===== config.mk =====
export PLATFORM = sky130hd
export DESIGN_NAME = divu64_seq
export DESIGN_NICKNAME = d
export VERILOG_FILES = /design/src/rtl/divu64_seq.sv
export SDC_FILE = /design/constraint.sdc
export NUM_CORES = 1
export LEC_CHECK = 0
export BUFFER_PORTS_ARGS = -buffer_cell sky130_fd_sc_hd__clkbuf_2
export CAP_MARGIN = 25
export CORE_ASPECT_RATIO = 1.4
export CORE_MARGIN = 5
export CORE_UTILIZATION = 47
export CTS_CLUSTER_DIAMETER = 80
export DETAILED_ROUTE_END_ITERATION = 8
export PLACE_DENSITY_LB_ADDON = 0.2
export SYNTH_ARGS = -nofsm -noshare
export SYNTH_HDL_FRONTEND = slang
export SYNTH_SLANG_ARGS = --single-unit

===== constraint.sdc =====
create_clock -name clk -period 3.32 [get_ports clk]
set_clock_uncertainty 0.15 [all_clocks]
set_input_delay 0 -clock clk [delete_from_list [all_inputs] [get_ports clk]]
set_output_delay 0 -clock clk [all_outputs]
set_load 0.02 [all_outputs]

===== src/rtl/divu64_seq.sv =====
// 64-bit unsigned restoring divider, one quotient bit per cycle, MSB first.
// Latency: a start accepted at edge N pulses done in the cycle after edge N+64; a zero divisor pulses done after edge N.
// Backpressure: start is ignored while busy and is accepted only in IDLE or in the DONE cycle, which allows back-to-back operation.
module divu64_seq (
    input  logic        clk,
    input  logic        rst_n,
    input  logic        start,
    input  logic [63:0] dividend,
    input  logic [63:0] divisor,
    output logic        busy,
    output logic        done,
    output logic [63:0] quotient,
    output logic [63:0] remainder,
    output logic        div_by_zero
);

    typedef enum logic [1:0] {
        IDLE = 2'd0,
        RUN  = 2'd1,
        DONE = 2'd2
    } state_t;

    state_t      state;
    state_t      state_nxt;
    logic        accept;
    logic [6:0]  cnt;
    // quo_q starts out holding the dividend. Each RUN cycle shifts one dividend
    // bit out of its top and one quotient bit into its bottom.
    logic [63:0] quo_q;
    logic [63:0] rem_q;
    logic [63:0] dvs_q;
    logic        dbz_q;
    logic [64:0] shifted;
    logic [63:0] diff;
    logic        fits;

    // One restoring step: shift the partial remainder left, bring in the next
    // dividend bit, and test whether the divisor can be subtracted.
    always_comb begin
        shifted = {rem_q, quo_q[63]};
        fits    = (shifted >= {1'b0, dvs_q});
        // When fits is set the true difference is below the divisor, so it
        // needs only 64 bits and the wrapped subtraction is exact.
        diff    = shifted[63:0] - dvs_q;
    end

    // State register.
    always_ff @(posedge clk or negedge rst_n) begin
        if (!rst_n) begin
            state <= IDLE;
        end else begin
            state <= state_nxt;
        end
    end

    // Next-state logic, start acceptance and status outputs.
    always_comb begin
        state_nxt = state;
        busy      = 1'b0;
        done      = 1'b0;
        accept    = 1'b0;
        case (state)
            IDLE: begin
                if (start) begin
                    accept    = 1'b1;
                    state_nxt = (divisor == 64'd0) ? DONE : RUN;
                end
            end
            RUN: begin
                busy = 1'b1;
                if (cnt == 7'd63) begin
                    state_nxt = DONE;
                end
            end
            DONE: begin
                done = 1'b1;
                if (start) begin
                    accept    = 1'b1;
                    state_nxt = (divisor == 64'd0) ? DONE : RUN;
                end else begin
                    state_nxt = IDLE;
                end
            end
            default: state_nxt = IDLE;
        endcase
    end

    // Operand capture on acceptance, one division step per RUN cycle, and
    // results held unchanged otherwise.
    always_ff @(posedge clk or negedge rst_n) begin
        if (!rst_n) begin
            cnt   <= 7'd0;
            quo_q <= 64'd0;
            rem_q <= 64'd0;
            dvs_q <= 64'd0;
            dbz_q <= 1'b0;
        end else if (accept) begin
            cnt   <= 7'd0;
            dvs_q <= divisor;
            if (divisor == 64'd0) begin
                quo_q <= {64{1'b1}};
                rem_q <= dividend;
                dbz_q <= 1'b1;
            end else begin
                quo_q <= dividend;
                rem_q <= 64'd0;
                dbz_q <= 1'b0;
            end
        end else if (state == RUN) begin
            quo_q <= {quo_q[62:0], fits};
            rem_q <= fits ? diff : shifted[63:0];
            cnt   <= cnt + 7'd1;
        end
    end

    assign quotient    = quo_q;
    assign remainder   = rem_q;
    assign div_by_zero = dbz_q;

endmodule


# == Word level (Yosys, flattened, before mapping) ==
# Cells that the tools add are included.
# W data, S select, Z words.
# word_totals
regBits,202
inputBits,131
out_inout_bits,131
wordCells,38
# op_classes
add_sub_neg,2
magnitude_cmp,1
eq_ne,5
n_mux,19
reduce_logical,5
# ops
op,n
$mux W64,7
$ge A65 B64 Y1,1
$logic_not A64 Y1,1
$sub A64 B64 Y64,1
$mux W7,2
$mux W2,4
$add A7 B1 Y7 const B,1
$eq A7 B6 Y1 const B,1
$pmux W2 S3,1
$mux W1,5
$ne A2 B2 Y1 const B,2
$eq A2 B1 Y1 const B,1
$eq A2 B2 Y1 const B,1
$logic_not A2 Y1,1
$reduce_and A2 Y1,1
$reduce_bool A2 Y1,1
$reduce_or A2 Y1,1

# == Longest topological paths before layout ==
# logic_depth
depth_word,4
depth_mapped,15
ltp_nobuf,13

# == Least setup slack after synthesis ==
# Ideal clock, no wire load.
# synth_path
path_type,reg2reg
startpoint,"register rem_q[13], in the netlist remainder[13]"
endpoint,"register rem_q[1], in the netlist remainder[1]"
setup_time_ns,0.126
arrival_time_ns,2.944
required_ns,3.044
setup_slack_ns,0.100
stages_incl_launch_ff,14
path_buffers,2
period_less_slack_ns,3.220
path_cell_list,dfrtp_1 -> ha_1 -> a21oi_2 -> o211ai_1 -> a41oi_2 -> a31oi_1 -> o21a_1 -> a41o_1 -> or3_1 -> buf_2 -> buf_6 -> nor2_1 -> a211oi_1 -> a221o_1
# synth_between
elab_chain_len,4
# synth_rtl
item,line,source
start: declaration,30,logic [63:0] rem_q;
start signal: assignment,102,rem_q <= dividend;
start signal: assignment,111,rem_q <= fits ? diff : shifted[63:0];
$ge A65 B64 Y1,41,"fits = (shifted >= {1'b0, dvs_q});"
$mux W64,111,
$mux W64,109,end else if (state == RUN) begin
$mux W64,97,end else if (accept) begin
# No other way between the ends. The select of a mux whose other input is x is not followed.
# A chain may end at the register's enable or synchronous reset.

# == Final worst setup path ==
# layout_path
startpoint,register dvs_q[29]
endpoint,"register rem_q[40], in the netlist remainder[40]"
# layout_between
elab_chain_len,4
word_cells_on_any_way,5
classes_between,add/sub: 1; order compare: 1; mux: 3
# layout_rtl
item,line,source
start: declaration,31,logic [63:0] dvs_q;
start signal: assignment,99,dvs_q <= divisor;
$sub A64 B64 Y64 or $ge A65 B64 Y1 (tied branches),"44, 41",
$mux W64 *,111,
$mux W64 *,109,
$mux W64 *,97,
# Every way passes the cells marked *; elsewhere a longest branch is shown, timed or not. The select of a mux whose other input is x is not followed.

==> results.py <==
metrics = {
    "run_status": {
        "status": "complete, but fails checks",
        "violations": "setup timing",
    },
    "clock_tree": {
        "clkTransAtPathRegs_ps": 70,
        "h-tree-depth": 1,
        "cts_max_path_buffers": 3,
        "cts-root-buf": "clkbuf_16",
        "clkSinkCount": 202,
        "cts_buffers": 23,
        "clk_latency_ps": 550,
        "cts_tree": "built",
    },
    "grt": {
        "grt_max_degree": 115,
        "grt_pass1_vias": 15400,
        "antenna_found_initial": 0,
        "grt_util_all_layers": 0.353,
        "grt_overflow_total": 0,
        "grt_pass1_wl_mm": 84.6,
    },
    "run": {
        "cap_violations": 0,
    },
    "placed_design": {
        "dpl.hpwl_mm": 41.9,
        "gp_congestion": 1.05,
        "place_ws_ps": -334,
        "io_buffers": 261,
    },
    "floorplan": {
        "die_w_um": 150,
        "core_area_um2": 27400,
        "dieArea_um2": 31000,
        "rows": 72,
        "start_util": 0.473,
        "fp.dieH_um": 206,
        "io_pins": 262,
    },
    "synth": {
        "synthTopCellsByArea": "dfrtp_1, ha_1, o21ai_0",
        "synthArstFlopShare": 1.00,
        "ys_warn_count": 0,
        "synth_top_cell_area_share": 0.391,
        "syn_avg_cell_area_um2": 8.30,
        "synth_edf_count": 0,
        "yosysTopAreaCell": "dfrtp_1",
        "synthFlopType": "dfrtp_1",
        "yosysMostFrequentCell": "dfrtp_1",
        "yosys_register_bits": 202,
        "ys_types": 63,
        "synth_commonest_cells": "dfrtp_1, nor2_1, nand2_1, o21ai_0, a21oi_1",
        "synthesis.nets": 1757,
        "yosysSeqAreaShare": 0.391,
        "netlist_instances": 1560,
        "syn_area_um2": 12900,
    },
    "timing": {
        "maxSlewHeadroom": 0.471,
        "setup_viol": 14,
        "tns_ps": -366,
        "tightest_slew_ps": 794,
        "whs_ps": 84.1,
        "hold_violations": 0,
        "finalCritPeriodShare": 1.02,
        "setup_slack_ps": -62.6,
        "rsz0062_at_grt": "yes",
        "drv_slew": 0,
        "max_freq_mhz": 296,
        "post-route-min-period_ps": 3380,
    },
    "power": {
        "power_switching_mw": 13.4,
        "p_per_area_nw_per_um2": 1460,
        "p_total_mw": 28.1,
        "power.share.sequential": 0.169,
        "switching_share": 0.477,
        "p_int_mw": 14.7,
        "power_leakage_nw": 9.04,
        "pwr-share-comb": 0.728,
        "power_frac_clock": 0.102,
        "ir_worst_vdd_mv": 0.754,
    },
    "detailed_routing": {
        "drc": 0,
        "drt_iter0_markers": 947,
        "final_antenna_net_count": 0,
        "firstDrtPassIters": 5,
        "wirelength_mm": 57.1,
        "vias_per_cell": 5.96,
        "vias": 15100,
        "wl_per_cell_um": 22.6,
    },
    "critical_path": {
        "crit_fanout": 7,
        "rr_endpoint": "remainder[40]$_DFFE_PN0P_",
        "startpoint_type": "register",
        "worstSetupEndpointType": "register",
        "r2r_start": "dvs_q[29]$_DFFE_PN0P_",
        "crit_arrival_ps": 3660,
        "cp.required_ps": 3600,
        "ff2ff_path_depth": 15,
        "critPathKind": "reg -> reg",
        "rrSetupSlack_ps": -60,
    },
    "min_path": {
        "holdCritStartpoint": "divisor[58]",
        "holdPathEnd": "dvs_q[58]$_DFFE_PN0P_",
        "holdCritPathClass": "in -> reg",
        "hold_depth": 4,
    },
    "layout": {
        "nFillCells": 2179,
        "multiInputGateArea_um2": 7750,
        "final-seq-area_um2": 5050,
        "nets": 2337,
        "n_antenna_cell": 0,
        "utilization": 0.704,
        "syn_to_final_growth_pct": 49.0,
        "layout-drive-gt1-share": 0.306,
    },
}
==> power groups by stage <==
| stage | clock [mW] | sequential [mW] | combinational [mW] |
|---|---|---|---|
| global placement | 0 | 4.68 | 18.0 |
| finish | 2.88 | 4.77 | 20.5 |
| CTS | 2.91 | 4.69 | 18.6 |
| detailed placement | 0 | 4.71 | 18.1 |
| global route | 2.99 | 4.88 | 22.0 |
| floorplan | 0 | 5.55 | 9.92 |
==> critical path: stages, from the launching register on <==
cell and delay, ps:
dfrtp_1 350, inv_1 130, ha_4 220, buf_4 150
nand3_1 80, nand3_1 90, o21ai_2 190, buf_4 140
nand3_2 90, o21a_4 250, a41o_1 260, or3_4 480
buf_6 150, buf_12 140, mux2i_1 130, a211oi_1 260
==> through the flow <==
step	area, um2	instances
finish	19300	2527
CTS	18500	2506
detailed placement	16200	2330
floorplan	12900	1560
global route	19300	2527
global placement	16200	2330
==> routing by layer <==
metal	up-vias	wire [um]	global-route usage	share of wire
li1	6793	-	-	-
met4	0	5430	0.273	0.095
met1	7183	19100	0.361	0.34
met2	793	28800	0.641	0.51
met5	-	0	0	0
met3	287	3680	0.0472	0.064
==> area by class of cell <==
| class | instances | share of cell area |
|---|---|---|
| repair buffers | 653 | 0.251 |
| well taps | 370 | 0.0240 |
| inverters | 83 | 0.0162 |
| clock buffers | 32 | 0.0358 |
| flip-flops and latches | 202 | 0.262 |
| clock inverters | 10 | 0.00870 |
| multi-input cells | 1177 | 0.402 |
==> worst max-delay path by stage <==
stage                                   start                        end  slack, ps  cells after the start
floorplan           remainder[13]$_DFFE_PN0P_   remainder[1]$_DFFE_PN0P_        100                     13
global placement    remainder[26]$_DFFE_PN0P_  remainder[60]$_DFFE_PN0P_       -320                     12
detailed placement  remainder[26]$_DFFE_PN0P_  remainder[59]$_DFFE_PN0P_       -330                     13
CTS                 remainder[13]$_DFFE_PN0P_  remainder[59]$_DFFE_PN0P_        -20                     13
global route            dvs_q[29]$_DFFE_PN0P_  remainder[40]$_DFFE_PN0P_       -160                     15
finish                  dvs_q[29]$_DFFE_PN0P_  remainder[40]$_DFFE_PN0P_        -60                     15
==> flip-flops by register name, indices dropped and copies added (netlist names) <==
| register | flops |
|---|---|
| cnt | 7 |
| div_by_zero | 1 |
| dvs_q | 64 |
| quotient | 64 |
| remainder | 64 |
| state | 2 |
==> cell families (layout without fill, tap and decap cells) <==
kind of cell               after synthesis  in the layout  synth area share
AOI/OAI and AO/OA                      513            513             0.248
adders and majority gates               66             66            0.0644
buffers and inverters                  181            778            0.0554
xor gates and xnor gates                58             58            0.0393
and+or+nand+nor                        505            505             0.175
muxes                                   35             35            0.0271
DFF                                    202            202             0.391
==> repair_timing <==
action,4_1_cts,5_1_grt
pin swaps,11,45
gates cloned,0,3
hold endpoints to repair,382,0
hold buffers,133,0
setup endpoints to repair,65,65
gates resized for setup,29,107
buffers inserted,1,21
==> cell usage in the layout, fill, tap and decap left out, types with 30 or more instances in the layout <==
| cell | Yosys | layout |
|---|---|---|
| nand2_1 | 156 | 152 |
| buf_4 | 2 | 236 |
| xor2_1 | 31 | 31 |
| mux2i_1 | 35 | 34 |
| clkbuf_2 | 0 | 260 |
| dlygate4sd3_1 | 0 | 132 |
| dfrtp_1 | 202 | 202 |
| o21ai_1 | 12 | 32 |
| o21ai_0 | 144 | 115 |
| o22ai_1 | 69 | 68 |
| inv_1 | 83 | 79 |
| a21oi_1 | 105 | 95 |
| ha_1 | 65 | 49 |
| nor2_1 | 189 | 187 |
| a21o_1 | 30 | 30 |
No activity file was read; power rests on OpenSTA's default activity.
